===== config.mk =====
export PLATFORM = sky130hd
export DESIGN_NAME = led_adc_sequencer
export DESIGN_NICKNAME = d
export VERILOG_FILES = /design/src/rtl/seq_pkg.sv /design/src/rtl/led_adc_sequencer_sat_sub.sv /design/src/rtl/led_adc_sequencer.sv
export SDC_FILE = /design/constraint.sdc
export NUM_CORES = 1
export LEC_CHECK = 0
export CORE_ASPECT_RATIO = 1.2
export CORE_MARGIN = 5
export CORE_UTILIZATION = 50
export DETAILED_ROUTE_END_ITERATION = 10
export PLACE_DENSITY = 0.86
export SKIP_LAST_GASP = 1
export SLEW_MARGIN = 20
export SYNTH_ARGS = -nofsm -noshare
export SYNTH_HDL_FRONTEND = slang
export SYNTH_SLANG_ARGS = --single-unit
export TNS_END_PERCENT = 30

===== constraint.sdc =====
create_clock -name CLK -period 3 [get_ports CLK]
set_input_delay 0.45 -clock CLK [delete_from_list [all_inputs] [get_ports CLK]]
set_output_delay 0.45 -clock CLK [all_outputs]
set_load 0.1 [all_outputs]

===== src/rtl/seq_pkg.sv =====
// Shared types and constants for the LED/ADC sequencer.
package seq_pkg;

  localparam int ADC_W_DEF = 8;
  localparam logic [ADC_W_DEF-1:0] ADC_MAX = '1;

  typedef enum logic [2:0] {
    IDLE,
    IR_SETTLE,
    IR_SAMPLE,
    RED_SETTLE,
    RED_SAMPLE,
    DARK_SETTLE,
    DARK_SAMPLE,
    WAIT
  } seq_state_t;

  function automatic int min_frame_cyc(input int settle_cyc);
    return 3 * (settle_cyc + 1) + 1;
  endfunction

endpackage


===== src/rtl/led_adc_sequencer_sat_sub.sv =====
// Combinational unsigned subtract that clamps at zero instead of wrapping.
module sat_sub #(
  parameter int W = 8
) (
  input  logic [W-1:0] a,
  input  logic [W-1:0] b,
  output logic [W-1:0] y
);

  assign y = (a > b) ? (a - b) : '0;

endmodule


===== src/rtl/led_adc_sequencer.sv =====
// Time-multiplexed IR/RED LED drive with one shared-ADC sample per phase and per-frame publish.
// AMBIENT_SUB_EN adds a dark phase whose sample is subtracted from both channels.
module led_adc_sequencer
  import seq_pkg::*;
#(
  parameter int ADC_W      = ADC_W_DEF,
  parameter int SETTLE_CYC = 4,
  parameter int FRAME_CYC  = 20
) (
  input  logic             CLK,
  input  logic             rst,
  input  logic             enable,
  input  logic             hold,
  input  logic [ADC_W-1:0] ADC,
  output logic             LED_IR,
  output logic             LED_RED,
  output logic [ADC_W-1:0] IR_ADC_Value,
  output logic [ADC_W-1:0] RED_ADC_Value,
  output logic             sat_ir,
  output logic             sat_red,
  output logic             sample_valid,
  output logic             busy
);

  if (SETTLE_CYC < 1) begin : g_bad_settle
    $error("led_adc_sequencer: SETTLE_CYC must be at least 1");
  end
  if (FRAME_CYC < min_frame_cyc(SETTLE_CYC)) begin : g_bad_frame
    $error("led_adc_sequencer: FRAME_CYC too small for SETTLE_CYC");
  end

  localparam int CNT_W = $clog2(FRAME_CYC);
  localparam logic [CNT_W-1:0] IR_END   = CNT_W'(SETTLE_CYC - 1);
  localparam logic [CNT_W-1:0] RED_END  = CNT_W'(2 * SETTLE_CYC);
  localparam logic [CNT_W-1:0] LAST_CYC = CNT_W'(FRAME_CYC - 1);
  localparam logic [ADC_W-1:0] ALL_ONES = '1;

  seq_state_t       state, state_nxt;
  logic [CNT_W-1:0] frame_cnt;
  logic [ADC_W-1:0] ir_raw;
  logic [ADC_W-1:0] ir_res, red_res;
  logic             sat_red_res;
  logic             publish;

  // The last sample of a frame is taken on the same edge that publishes, so it
  // is consumed straight from ADC rather than from a raw register.
`ifdef AMBIENT_SUB_EN
  localparam logic [CNT_W-1:0] DARK_END = CNT_W'(3 * SETTLE_CYC + 1);
  logic [ADC_W-1:0] red_raw;

  sat_sub #(.W(ADC_W)) u_sub_ir  (.a(ir_raw),  .b(ADC), .y(ir_res));
  sat_sub #(.W(ADC_W)) u_sub_red (.a(red_raw), .b(ADC), .y(red_res));

  assign sat_red_res = (red_raw == ALL_ONES);
  assign publish     = (state == DARK_SAMPLE) && (state_nxt == WAIT);
`else
  assign ir_res      = ir_raw;
  assign red_res     = ADC;
  assign sat_red_res = (ADC == ALL_ONES);
  assign publish     = (state == RED_SAMPLE) && (state_nxt == WAIT);
`endif

  always_comb begin
    state_nxt = state;
    case (state)
      IDLE:        if (enable && !hold) state_nxt = IR_SETTLE;
      IR_SETTLE:   if (frame_cnt == IR_END) state_nxt = IR_SAMPLE;
      IR_SAMPLE:   state_nxt = RED_SETTLE;
      RED_SETTLE:  if (frame_cnt == RED_END) state_nxt = RED_SAMPLE;
`ifdef AMBIENT_SUB_EN
      RED_SAMPLE:  state_nxt = DARK_SETTLE;
      DARK_SETTLE: if (frame_cnt == DARK_END) state_nxt = DARK_SAMPLE;
      DARK_SAMPLE: state_nxt = WAIT;
`else
      RED_SAMPLE:  state_nxt = WAIT;
`endif
      WAIT:        if (frame_cnt == LAST_CYC && !hold) state_nxt = IR_SETTLE;
      default:     state_nxt = IDLE;
    endcase
    if (state != IDLE && !enable) state_nxt = IDLE;
  end

  always_ff @(posedge CLK or posedge rst) begin
    if (rst) begin
      state     <= IDLE;
      frame_cnt <= '0;
    end else begin
      state <= state_nxt;
      if ((state_nxt == IR_SETTLE && state != IR_SETTLE) || state_nxt == IDLE)
        frame_cnt <= '0;
      else if (frame_cnt != LAST_CYC)
        frame_cnt <= frame_cnt + 1'b1;
    end
  end

  // LEDs are decoded from the next state so the registered pins track the current state exactly.
  always_ff @(posedge CLK or posedge rst) begin
    if (rst) begin
      LED_IR        <= 1'b0;
      LED_RED       <= 1'b0;
      sample_valid  <= 1'b0;
      ir_raw        <= '0;
      IR_ADC_Value  <= '0;
      RED_ADC_Value <= '0;
      sat_ir        <= 1'b0;
      sat_red       <= 1'b0;
`ifdef AMBIENT_SUB_EN
      red_raw       <= '0;
`endif
    end else begin
      LED_IR       <= (state_nxt == IR_SETTLE)  || (state_nxt == IR_SAMPLE);
      LED_RED      <= (state_nxt == RED_SETTLE) || (state_nxt == RED_SAMPLE);
      sample_valid <= publish;
      if (state == IR_SAMPLE) ir_raw <= ADC;
`ifdef AMBIENT_SUB_EN
      if (state == RED_SAMPLE) red_raw <= ADC;
`endif
      if (publish) begin
        IR_ADC_Value  <= ir_res;
        RED_ADC_Value <= red_res;
        sat_ir        <= (ir_raw == ALL_ONES);
        sat_red       <= sat_red_res;
      end
    end
  end

  assign busy = (state != IDLE);

endmodule


Yosys cells after proc, flatten, opt, wreduce, memory -nomap -nowiden
Index checks and enable logic that the tools add are counted.

Latch bits: 0. Memories kept: 0. ROM bits: 0. Register bits: 37. Logic and storage cells: 50. Bits in writable memories: 0.

Shifts and indexed selects: 0. Bitwise operators: 0. Multiplexer cells: 8. Equal/unequal tests: 17. Div/mod/pow operators: 0. Order comparisons: 0. Add/subtract/negate cells: 1. $mul: 0. Reductions and logical operators: 14.

Operator list (number): $pmux W3 S6 (1); $eq A8 B8 Y1 const B (2); $mux W3 (5); $eq A3 B2 Y1 const B (4); $eq A3 B3 Y1 const B (4); $mux W5 (2); $eq A3 B1 Y1 const B (2); $logic_not A3 Y1 (2); $add A5 B1 Y5 const B (1); $eq A5 B2 Y1 const B (1); $eq A5 B4 Y1 const B (1); $eq A5 B5 Y1 const B (1); $logic_and A1 B1 Y1 (5); $ne A5 B5 Y1 const B (1); $logic_or A1 B1 Y1 (3); $ne A3 B1 Y1 const B (1); $reduce_bool A3 Y1 (1); $logic_not A1 Y1 (2); $reduce_bool A2 Y1 (1).

Logic depth before layout (Yosys ltp)
Depth in word-level cells: 9. Mapped depth: 7.

Worst setup path after synthesis
OpenSTA, ideal clock, no wires.

Kind: register to register. From: reg state[0]. To: reg LED_IR. Stages on the path, launching flop included: 7. Path slack: 1.140 ns. Data required time: 2.865 ns. Arrival: 1.725 ns. Setup time: 0.135 ns. Path through: dfrtp_1 buf_6 or3b_1 or3_2 a32o_1 a21boi_1 nor3b_2.

Longest elaborated chain between the ends: 5.

RTL lines: start, declared (RTL line led_adc_sequencer.sv:38) `seq_state_t state, state_nxt;`; start signal, assigned (RTL line led_adc_sequencer.sv:88) `state <= state_nxt;`; $eq A3 B3 Y1, or another cell as far along (RTL line led_adc_sequencer.sv:65) `case (state)`; $pmux W3 S6 or $logic_and A1 B1 Y1 (tied branches) (RTL line led_adc_sequencer.sv:65, led_adc_sequencer.sv:80); $mux W3 * (RTL line led_adc_sequencer.sv:80) `if (state != IDLE && !enable) state_nxt = IDLE;`; $eq A3 B1 Y1 or $eq A3 B2 Y1 (tied branches) (RTL line led_adc_sequencer.sv:111) `LED_IR <= (state_nxt == IR_SETTLE) || (state_nxt == IR_SAMPLE);`; $logic_or A1 B1 Y1 * (RTL line led_adc_sequencer.sv:111); end signal, assigned (RTL line led_adc_sequencer.sv:111); end, declared (RTL line led_adc_sequencer.sv:15) `output logic LED_IR,`.

Mark *: on every way between the ends. The rest lies on a longest branch, timed or not. A chain may end at the register's enable or synchronous reset.

Final worst setup path
Ends and elaborated chain as after synthesis.

==> impl_metrics.env <==
export IMPL_status="completed"
export IMPL_max_stage_delay_ns=0.52
export IMPL_antenna_found_initial=0
export IMPL_synthXorXnorAreaFrac_pct=1.07
export IMPL_final_cells=238
export IMPL_first_global_vias=1324
export IMPL_area_growth_syn_to_layout_pct=24.2
export IMPL_synthMuxAreaShare_pct=6.13
export IMPL_grt_max_degree=38
export IMPL_drc=0
export IMPL_grt_pass1_wl_mm=6.00
export IMPL_crit_path_start="state[0]$_DFF_PP0_"
export IMPL_cp_common_cell="or3b_1"
export IMPL_holdBufCountCts=0
export IMPL_fin_crit_ns=2.06
export IMPL_yosysUniqueCellTypes=35
export IMPL_crit_buf_inv=0
export IMPL_die_width_um=62.1
export IMPL_rsz0062_at_grt="no"
export IMPL_drt_total_wl_mm=3.28
export IMPL_setup_tns_ns=0
export IMPL_synth_simple_area_share_pct=24.6
export IMPL_syn_area_um2=1630
export IMPL_cts_setup_buffers=0
export IMPL_period_share_pct=68.6
export IMPL_cts_sinks=37
export IMPL_finalNetCount=215
export IMPL_die_h_um=72.6
export IMPL_pwr_share_comb_pct=24.9
export IMPL_root_buffer="clkbuf_4"
export IMPL_synth_top_family_by_area="simple AND/OR/NAND/NOR gates"
export IMPL_worstPathRequired_ns=3.26
export IMPL_cts_tree="built"
export IMPL_hold_violations=0
export IMPL_globalplace_congestion=0.838
export IMPL_synth_nets=178
export IMPL_switching_power_uw=421
export IMPL_maxSlewHeadroom_pct=57.0
export IMPL_power_density_nw_per_um2=640
export IMPL_cp_arrival_ns=2.32
export IMPL_setup_viol=0
export IMPL_clkPwrFrac_pct=27.2
export IMPL_gr_total_overflow=0
export IMPL_drt_first_pass_iters=4
export IMPL_ant_nets=0
export IMPL_max_cap_violations=0
export IMPL_clock_fmax_ghz=0.486
export IMPL_grt_usage_pct=16.4
export IMPL_power_leakage_nw=1.02
export IMPL_via_per_inst=5.42
export IMPL_nFillCells=255
export IMPL_core_um2=3110
export IMPL_ctsResizeCount=0
export IMPL_numCtsBuffers=5
export IMPL_crit_type="reg -> reg"
export IMPL_diodes=0
export IMPL_initial_core_util_pct=52.5
export IMPL_dp_cells=230
export IMPL_dp_hpwl_mm=2.40
export IMPL_path_clk_slew_ns=0.10
export IMPL_drive_gt1_share_pct=21.3
export IMPL_io_pins=34
export IMPL_ys_seq_area_share_pct=56.7
export IMPL_hp_start="IR_ADC_Value[4]$_DFFE_PP0P_"
export IMPL_regToRegSetupSlack_ns=0.94
export IMPL_crit_family="simple AND/OR/NAND/NOR gates"
export IMPL_tightest_slew_ns=0.642
export IMPL_p_seq_share_pct=47.8
export IMPL_yosysWarnings=0
export IMPL_drtIter0Drc=45
export IMPL_ys_ff_latch=37
export IMPL_peakVddDrop_mv=0.564
export IMPL_path_cells="or3b_1 > or3b_1 > or3_1 > a21boi_1 > nor3b_2"
export IMPL_wire_per_inst_um=13.8
export IMPL_dieArea_um2=4510
export IMPL_port_buffer_count=33
export IMPL_worstHoldPathType="reg -> reg"
export IMPL_final_max_slew_viol_count=0
export IMPL_finalClockSkew_ns=0.00594
export IMPL_end_kind="flop"
export IMPL_p_sw_share_pct=32.5
export IMPL_p_int_uw=876
export IMPL_critPathSlowestCell="dfrtp_1"
export IMPL_synthCells=164
export IMPL_rows=22
export IMPL_synth_fa_ha_area_share_pct=1.53
export IMPL_num_vias=1290
export IMPL_clk_latency_ns=0.33
export IMPL_htreeDepth=2
export IMPL_synth_compound_area_share_pct=6.90
export IMPL_syn_area_per_cell_um2=9.95
export IMPL_regToRegStartpoint="state[0]$_DFF_PP0_"
export IMPL_worstPathMaxFanout=9
export IMPL_clock_path_buffers=2
export IMPL_start_kind="flop"
-- cell families (layout without fill, tap and decap cells) --
kind of cell / Yosys count / count (layout)
buffers and inverters: 11 / 49
muxes: 9 / 9
adders and majority gates: 2 / 2
and+or+nand+nor: 86 / 86
AOI/OAI and AO/OA: 17 / 17
xor gates and xnor gates: 2 / 2
DFF: 37 / 37
-- flip-flops by register name, summed over array words and instances (netlist names) --
signal         cells
frame_cnt          5
RED_ADC_Value      8
sample_valid       1
LED_RED            1
sat_ir             1
LED_IR             1
IR_ADC_Value       8
sat_red            1
state              3
ir_raw             8
-- worst paths after layout --
check | to | depth (start not counted)
setup reg to reg | LED_IR$_DFF_PP0_ | 5
max in group asynchronous | IR_ADC_Value[2]$_DFFE_PP0P_ | 3
hold / removal | IR_ADC_Value[4]$_DFFE_PP0P_ | 2
min in group asynchronous | frame_cnt[3]$_DFFE_PP0P_ | 3
setup / recovery | LED_IR$_DFF_PP0_ | 5
hold reg to reg | IR_ADC_Value[4]$_DFFE_PP0P_ | 2
-- cell usage after synthesis --
master     number  share of area (%)
nand3_1         3               0.92
nand4_1         4                1.5
o211a_1         1               0.61
buf_1           1               0.23
o31a_1          1               0.54
nor2b_1         3                1.2
or3_2           1               0.46
nand2_1        55                 13
buf_6           1               0.69
xor2_1          2                1.1
nor3b_2         1               0.77
and3_2          1               0.46
nand2b_1        1               0.38
mux2_2          8                5.5
nor3_2          1               0.61
nor2_1          8                1.8
and2_1          1               0.38
clkbuf_1        3               0.69
nand4bb_1       1               0.69
o31ai_1         2               0.92
or3_1           2               0.77
clkinv_1        1               0.23
a32o_1          1               0.61
or3b_1          2                1.1
a21oi_1         4                1.2
o2111ai_1       1               0.54
nor4bb_1        1               0.61
o21ai_0         5                1.5
nor3_1          1               0.31
ha_1            2                1.5
inv_1           5                1.2
dfrtp_1        37                 57
a22oi_1         1               0.46
a21boi_1        1               0.46
mux2i_1         1               0.61
-- layer usage --
metal / track usage [%] / vias to the layer above / part of all wire (%)
li1: - / 621 / -
met1: 20.8 / 616 / 43
met2: 26.5 / 49 / 49
met3: 4.16 / 4 / 6.6
met4: 7.23 / 0 / 1.2
met5: 0 / - / 0
-- worst reg2reg max path, stage by stage, from the launching register on --
cell      delay, ns
dfrtp_1        0.52
or3b_1         0.40
or3b_1         0.40
or3_1          0.34
a21boi_1       0.15
nor3b_2        0.17
-- metrics by stage --
stage | utilization, % | setup slack, ns | power (mW) | area [µm²] | hold slack (ns)
floorplan | - | 1.14 | 0.882 | 1630 | 0.457
global placement | 62.4 | 0.969 | 0.938 | 1940 | 0.465
detailed placement | 62.4 | 0.908 | 0.954 | 1940 | 0.465
CTS | 65.1 | 0.940 | 1.31 | 2030 | 0.496
global route | 65.1 | 0.827 | 1.36 | 2030 | 0.519
finish | 65.1 | 0.941 | 1.30 | 2030 | 0.488
-- final cells by class --
cell class / count / area, µm² / area share (%)
Clock inverter: 1 / 30.0 / 1.48
Tap cell: 36 / 45.0 / 2.22
Multi-Input combinational cell: 116 / 657 / 32.4
Inverter: 6 / 22.5 / 1.11
Timing Repair Buffer: 35 / 290 / 14.3
Sequential cell: 37 / 926 / 45.7
Clock buffer: 7 / 55.1 / 2.72
-- placed cells by master (no fill, tap or decap), types with 2 or more instances in the layout --
cell type	synthesis	final
nand2_1	55	55
dfrtp_1	37	37
buf_4	0	24
clkdlybuf4s50_1	0	11
nor2_1	8	8
mux2_2	8	8
inv_1	5	5
o21ai_0	5	5
clkbuf_4	0	5
nand4_1	4	4
a21oi_1	4	4
nand3_1	3	3
nor2b_1	3	3
o31ai_1	2	2
xor2_1	2	2
or3b_1	2	2
or3_1	2	2
ha_1	2	2
-- power by group through the flow --
stage	Combinational (mW)	Clock [mW]	Sequential, mW
2_1_floorplan	0.223	0	0.659
3_3_place_gp	0.313	0	0.626
3_5_place_dp	0.324	0	0.630
4_1_cts	0.325	0.361	0.620
5_1_grt	0.351	0.377	0.633
6_report	0.323	0.353	0.620
Note: power is estimated with default switching activity, not from simulation.
